<file path="config.mk">
export PLATFORM = sky130hd
export DESIGN_NAME = risc_mc_control
export DESIGN_NICKNAME = d
export VERILOG_FILES = /design/src/rtl/risc_mc_control.sv
export SDC_FILE = /design/constraint.sdc
export NUM_CORES = 1
export LEC_CHECK = 0
export CAP_MARGIN = 20
export CORE_MARGIN = 2
export CORE_UTILIZATION = 28
export CTS_CLUSTER_DIAMETER = 100
export DETAILED_ROUTE_END_ITERATION = 12
export GPL_TIMING_DRIVEN = 0
export SLEW_MARGIN = 20
export SYNTH_ARGS = -nofsm -noshare
export SYNTH_HDL_FRONTEND = slang
export SYNTH_SLANG_ARGS = --single-unit
</file>
<file path="constraint.sdc">
create_clock -name clk -period 2.3 [get_ports clk]
set_clock_uncertainty 0.05 [all_clocks]
set_input_delay 0.46 -clock clk [delete_from_list [all_inputs] [get_ports clk]]
set_output_delay 0.46 -clock clk [all_outputs]
set_load 0.005 [all_outputs]
</file>
<file path="src/rtl/risc_mc_control.sv">
// Multicycle control sequencer for the RiSC-16 datapath: steps each instruction through
// FETCH/DECODE/EXEC/MEM/WB, handshakes with variable-latency memory and counts retirements.
module risc_mc_control #(
  parameter int MEM_TIMEOUT = 16,
  parameter int CNT_W       = 32
) (
  input  logic             clk,
  input  logic             rst,
  input  logic [2:0]       opcode,
  input  logic             eq_out,
  input  logic             mem_ready,
  input  logic             hold,
  output logic             mem_req,
  output logic             mem_we,
  output logic             ir_load,
  output logic             mdr_load,
  output logic             we_reg,
  output logic [1:0]       wb_src,
  output logic             pc_load,
  output logic [1:0]       pc_src,
  output logic             ADD,
  output logic             NAND,
  output logic             PASS1,
  output logic             EQ,
  output logic [2:0]       state_o,
  output logic [CNT_W-1:0] retired,
  output logic             timeout_err
);

  typedef enum logic [2:0] {
    S_IDLE   = 3'd0,
    S_FETCH  = 3'd1,
    S_DECODE = 3'd2,
    S_EXEC   = 3'd3,
    S_MEM    = 3'd4,
    S_WB     = 3'd5,
    S_ERROR  = 3'd7
  } state_t;

  typedef enum logic [2:0] {
    OP_ADD  = 3'b000,
    OP_ADDI = 3'b001,
    OP_NAND = 3'b010,
    OP_LUI  = 3'b011,
    OP_LW   = 3'b100,
    OP_SW   = 3'b101,
    OP_BEQ  = 3'b110,
    OP_JALR = 3'b111
  } opcode_t;

  // Counter only ever needs to reach MEM_TIMEOUT-1 before the timeout fires.
  localparam int              WAIT_W     = (MEM_TIMEOUT > 1) ? $clog2(MEM_TIMEOUT) : 1;
  localparam logic [WAIT_W-1:0] WAIT_LAST = WAIT_W'(MEM_TIMEOUT - 1);
  localparam bit              TIMEOUT_EN = (MEM_TIMEOUT != 0);

  state_t             r_state;
  logic [WAIT_W-1:0]  r_wait_cnt;
  logic [CNT_W-1:0]   r_retired;
  logic               r_timeout_err;

  state_t             w_next_state;
  logic               w_waiting;
  logic               w_timeout;
  opcode_t            w_op;

  assign w_op = opcode_t'(opcode);

  // NOTE: every signal driven here gets a default first, so no path can leave one
  // unassigned and infer a latch.
  always_comb begin
    w_next_state = r_state;
    w_waiting    = 1'b0;
    w_timeout    = 1'b0;
    mem_req      = 1'b0;
    mem_we       = 1'b0;
    ir_load      = 1'b0;
    mdr_load     = 1'b0;
    we_reg       = 1'b0;
    wb_src       = 2'd0;
    pc_load      = 1'b0;
    pc_src       = 2'd0;
    ADD          = 1'b0;
    NAND         = 1'b0;
    PASS1        = 1'b0;
    EQ           = 1'b0;

    if (!hold) begin
      case (r_state)
        S_IDLE: w_next_state = S_FETCH;

        S_FETCH: begin
          mem_req = 1'b1;
          if (mem_ready) begin
            ir_load      = 1'b1;
            w_next_state = S_DECODE;
          end else begin
            w_waiting = 1'b1;
          end
        end

        S_DECODE: w_next_state = S_EXEC;

        S_EXEC: begin
          case (w_op)
            OP_ADD, OP_ADDI: begin
              ADD          = 1'b1;
              w_next_state = S_WB;
            end
            OP_NAND: begin
              NAND         = 1'b1;
              w_next_state = S_WB;
            end
            OP_LUI: begin
              PASS1        = 1'b1;
              w_next_state = S_WB;
            end
            OP_LW, OP_SW: begin
              ADD          = 1'b1;
              w_next_state = S_MEM;
            end
            OP_BEQ: begin
              EQ           = 1'b1;
              pc_load      = 1'b1;
              pc_src       = eq_out ? 2'd1 : 2'd0;
              w_next_state = S_FETCH;
            end
            OP_JALR: begin
              PASS1        = 1'b1;
              we_reg       = 1'b1;
              wb_src       = 2'd2;
              pc_load      = 1'b1;
              pc_src       = 2'd2;
              w_next_state = S_FETCH;
            end
          endcase
        end

        S_MEM: begin
          ADD     = 1'b1;
          mem_req = 1'b1;
          mem_we  = (w_op == OP_SW);
          if (mem_ready) begin
            if (w_op == OP_SW) begin
              pc_load      = 1'b1;
              w_next_state = S_FETCH;
            end else begin
              mdr_load     = 1'b1;
              w_next_state = S_WB;
            end
          end else begin
            w_waiting = 1'b1;
          end
        end

        S_WB: begin
          we_reg       = 1'b1;
          wb_src       = (w_op == OP_LW) ? 2'd1 : 2'd0;
          pc_load      = 1'b1;
          w_next_state = S_FETCH;
        end

        S_ERROR: w_next_state = S_ERROR;

        default: w_next_state = S_IDLE;
      endcase

      // A same-cycle mem_ready never reaches here, so it always beats the timeout.
      if (TIMEOUT_EN && w_waiting && (r_wait_cnt == WAIT_LAST)) begin
        w_timeout    = 1'b1;
        w_next_state = S_ERROR;
      end
    end
  end

  // NOTE: registered state uses non-blocking assignments so every flop samples the
  // pre-edge values regardless of statement order.
  always_ff @(posedge clk or posedge rst) begin
    if (rst) begin
      r_state       <= S_IDLE;
      r_wait_cnt    <= '0;
      r_retired     <= '0;
      r_timeout_err <= 1'b0;
    end else begin
      r_state <= w_next_state;
      if (!hold) begin
        r_wait_cnt <= (w_waiting && !w_timeout) ? r_wait_cnt + WAIT_W'(1) : '0;
      end
      if (pc_load) begin
        r_retired <= r_retired + CNT_W'(1);
      end
      if (w_timeout) begin
        r_timeout_err <= 1'b1;
      end
    end
  end

  assign state_o     = r_state;
  assign retired     = r_retired;
  assign timeout_err = r_timeout_err;

endmodule

</file>
==> run summary <==
Post-CTS Hold Buffers: 0
Initial antenna violation count: 0
Router iterations before antenna repair: 4
Crit path time final: 2.249 ns
YS warnings: 0
# nets final: 303
Global-route wire length before repair: 9080 µm
Routed Antenna Nets: 0
Largest net degree at the start of global routing: 28
Psw: 728.3 µW
Hold slack: 0.3819 ns
Placement row count: 31
Yosys reg bits: 40
Ys flop type: dfrtp_1
Sw frac: 32.52%
Initial drt markers: 46
Final Cycle Share: 97.77%
Startpoint types: input pin
EDFF count, synth: 0
CTS tree: yes
Vias in the first global route: 1912
P_int: 1511 µW
Fin. Hold Viols: 0
Routed vias/inst: 4.758
Antenna cells: 0
Initial core utilization: 29.10%
Routed WL: 5251 µm
Overall Global Routing Usage: 13.35%
Compound-Gate Fraction of Synth Area: 7.390%
Worst Setup Slack, final: 0.05118 ns
CP required: 2.44 ns
CTS Buf Count: 5
Worst hold path class: in2async
Layout cell share with drive strength beyond 1: 18.03%
Pre-CTS setup slack: -0.9019 ns
H-tree lvl count: 2
Core area: 7331 µm²
FF-to-FF setup slack: 0.08 ns
Worst relative slew slack: 56.67%
Synth Area in Simple Gates: 27.86%
Adder-cell share of the synthesized area: 1.173%
Die Wd: 91.29 µm
Clk sinks: 40
Status: finished, final reports clean
Leak pwr: 0.001410 µW
RePlAce Congestion: 0.7819
Comb pwr share: 36.9%
Largest family of logic cells by synthesized area: simple AND/OR/NAND/NOR gates
Max Cap Viol: 0
Dpl hpwl: 3858 µm
Critical Path AT: 2.39 ns
Seq pwr share: 37.7%
Worst Path Max Fanout: 6
RSZ-0062 raised after global routing: no
Peak supply drop: 0.0002992 V
Worst-case clock buffer depth: 2
DRC viols: 0
DP Cell Count: 373
Mean cell area of the mapped netlist: 9.876 µm²
Synth area leaders: dfrtp_1 47%, xnor2_1 10%, nand3_1 4.9%
Clk Latency, worst-skew pair: 0.29 ns
Share of flip-flops with an asynchronous set or reset: 100.0%
Vert. Die Dim: 91.29 µm
Fin cells: 393
Post-synthesis sequential area ratio: 46.92%
Fin. max-slew vios: 0
Endpoints failing setup: 0
Port buffer count: 57
Final core utilization: 42.12%
Clock power frac: 25.3%
Area delta synth->final: 44.75%
Worst Tran Pin Value: 0.6441 ns
Die area: 8333 µm²
XOR/XNOR share of the synthesized area: 13.49%
Crit Path Category: in2reg
Top cell type's share of synthesized area: 46.92%
Mapped cell area: 2133 µm²
Setup crit end kind: register
Clock Tree Root: clkbuf_8
Worst-path clk slew: 0.08 ns
Synth Net Count: 226
Pwr Density: 725.2 nW/µm²
Routed via count: 1870
Synth area leader: dfrtp_1
Fmax: 444.7 MHz
Top Ports: 58
Yosys cell types: 44
Post-Syn Instances: 216
Routed len/inst: 13.36 µm
Grt total ovfl: 0
Mux cell area share after synthesis: 0.9971%
-- registers in the layout, summed over array words and instances, names as in the netlist --
register,flops
retired,32
state_o,3
r_wait_cnt,4
timeout_err,1
-- per-layer routing --
metal	up-vias	GRT usage [%]	part of all wire [%]	routed length (µm)
li1	911	-	-	-
met1	916	16.99	46	2394
met2	36	22.78	50	2630
met3	7	3.237	3.1	165
met4	0	3.283	1.1	60
met5	-	0	0	0
-- power by group through the flow --
stage | Sequential [µW] | Combinational, µW | Clock [µW]
finish | 845 | 827 | 568
global route | 860 | 910 | 605
CTS | 843 | 828 | 585
floorplan | 844 | 407 | 0
global placement | 863 | 661 | 0
detailed placement | 862 | 673 | 0
-- critical path, cell delays in order --
cell and delay (ns):
dlygate4sd2_1 0.27, and4b_4 0.35, a221oi_4 0.08, buf_4 0.17, or3_4 0.37, or4b_4 0.54, xnor2_2 0.14
-- final cells by class --
| cell class | instances | area (µm²) |
|---|---|---|
| inverters | 6 | 22.52 |
| clock inverters | 2 | 35.03 |
| fillers | 745 | 4243 |
| plain buffers | 4 | 36.28 |
| repair buffers | 72 | 666.9 |
| clock buffers | 6 | 72.57 |
| flip-flops and latches | 40 | 1003 |
| well taps | 99 | 123.9 |
| multi-input cells | 164 | 1127 |
-- logic make-up after synthesis --
| family | after synthesis |
|---|---|
| xor+xnor | 32 |
| compound gates | 19 |
| flops | 40 |
| fa+ha+maj | 2 |
| buf+inv | 12 |
| mux | 2 |
| simple gates | 109 |
-- cells in the mapped netlist, drive strengths merged (2+ instances only) --
cell	instances
a21o	2
a21oi	2
a221oi	2
and2	2
and2b	2
and3	11
and3b	3
and4	3
and4b	2
clkbuf	5
dfrtp	40
ha	2
inv	6
nand2	19
nand2b	4
nand3	21
nand4	2
nor2	19
nor3	10
nor4	5
o211ai	2
o21ai	5
o31ai	2
or3	3
xnor2	26
xor2	6
-- cells in the final DEF (no fill, tap or decap), types with 2 or more instances in the layout --
| master | Yosys | layout |
|---|---|---|
| a21o_1 | 2 | 2 |
| a21oi_1 | 2 | 2 |
| and2_1 | 2 | 2 |
| and2b_2 | 1 | 2 |
| and3_1 | 11 | 11 |
| and3b_2 | 1 | 2 |
| and4_2 | 1 | 2 |
| buf_4 | 0 | 14 |
| clkbuf_2 | 0 | 3 |
| clkbuf_4 | 0 | 3 |
| clkbuf_8 | 0 | 6 |
| clkdlybuf4s15_2 | 0 | 2 |
| clkdlybuf4s50_1 | 0 | 38 |
| dfrtp_1 | 40 | 38 |
| dfrtp_2 | 0 | 2 |
| dlygate4sd2_1 | 0 | 11 |
| ha_1 | 2 | 2 |
| inv_1 | 6 | 5 |
| nand2_1 | 19 | 19 |
| nand2b_1 | 4 | 4 |
| nand3_1 | 21 | 21 |
| nand4_1 | 2 | 2 |
| nor2_1 | 19 | 17 |
| nor2_2 | 0 | 2 |
| nor3_1 | 10 | 9 |
| nor4_1 | 5 | 3 |
| o21ai_0 | 5 | 5 |
| o31ai_1 | 2 | 2 |
| or3_1 | 2 | 2 |
| xnor2_1 | 25 | 25 |
| xor2_1 | 6 | 6 |
-- what timing repair did --
item	4_1_cts	5_1_grt
pin swaps	4	4
buffers inserted	14	1
resized for setup	44	12
endpoints found under the setup margin	21	12
-- stage by stage --
stage / TNS, ns / total power [µW] / cell area [µm²]
finish: 0 / 2239 / 3088
global route: 0 / 2375 / 3088
CTS: 0 / 2256 / 3092
detailed placement: -11.50 / 1535 / 2848
global placement: -13.69 / 1524 / 2828
floorplan: 0 / 1251 / 2133
-- worst paths after layout --
| kind | endpoint | startpoint | cells past startpoint |
|---|---|---|---|
| min | retired[17] | rst | 2 |
| min reg2reg | retired[31] | retired[31] | 1 |
| max in group asynchronous | state_o[1] | rst | 3 |
| max reg2reg | retired[29] | state_o[1] | 6 |
| max | retired[29] | opcode[1] | 7 |
| min in group clk | retired[31] | retired[31] | 1 |
Note: power is estimated with default switching activity, not from simulation.
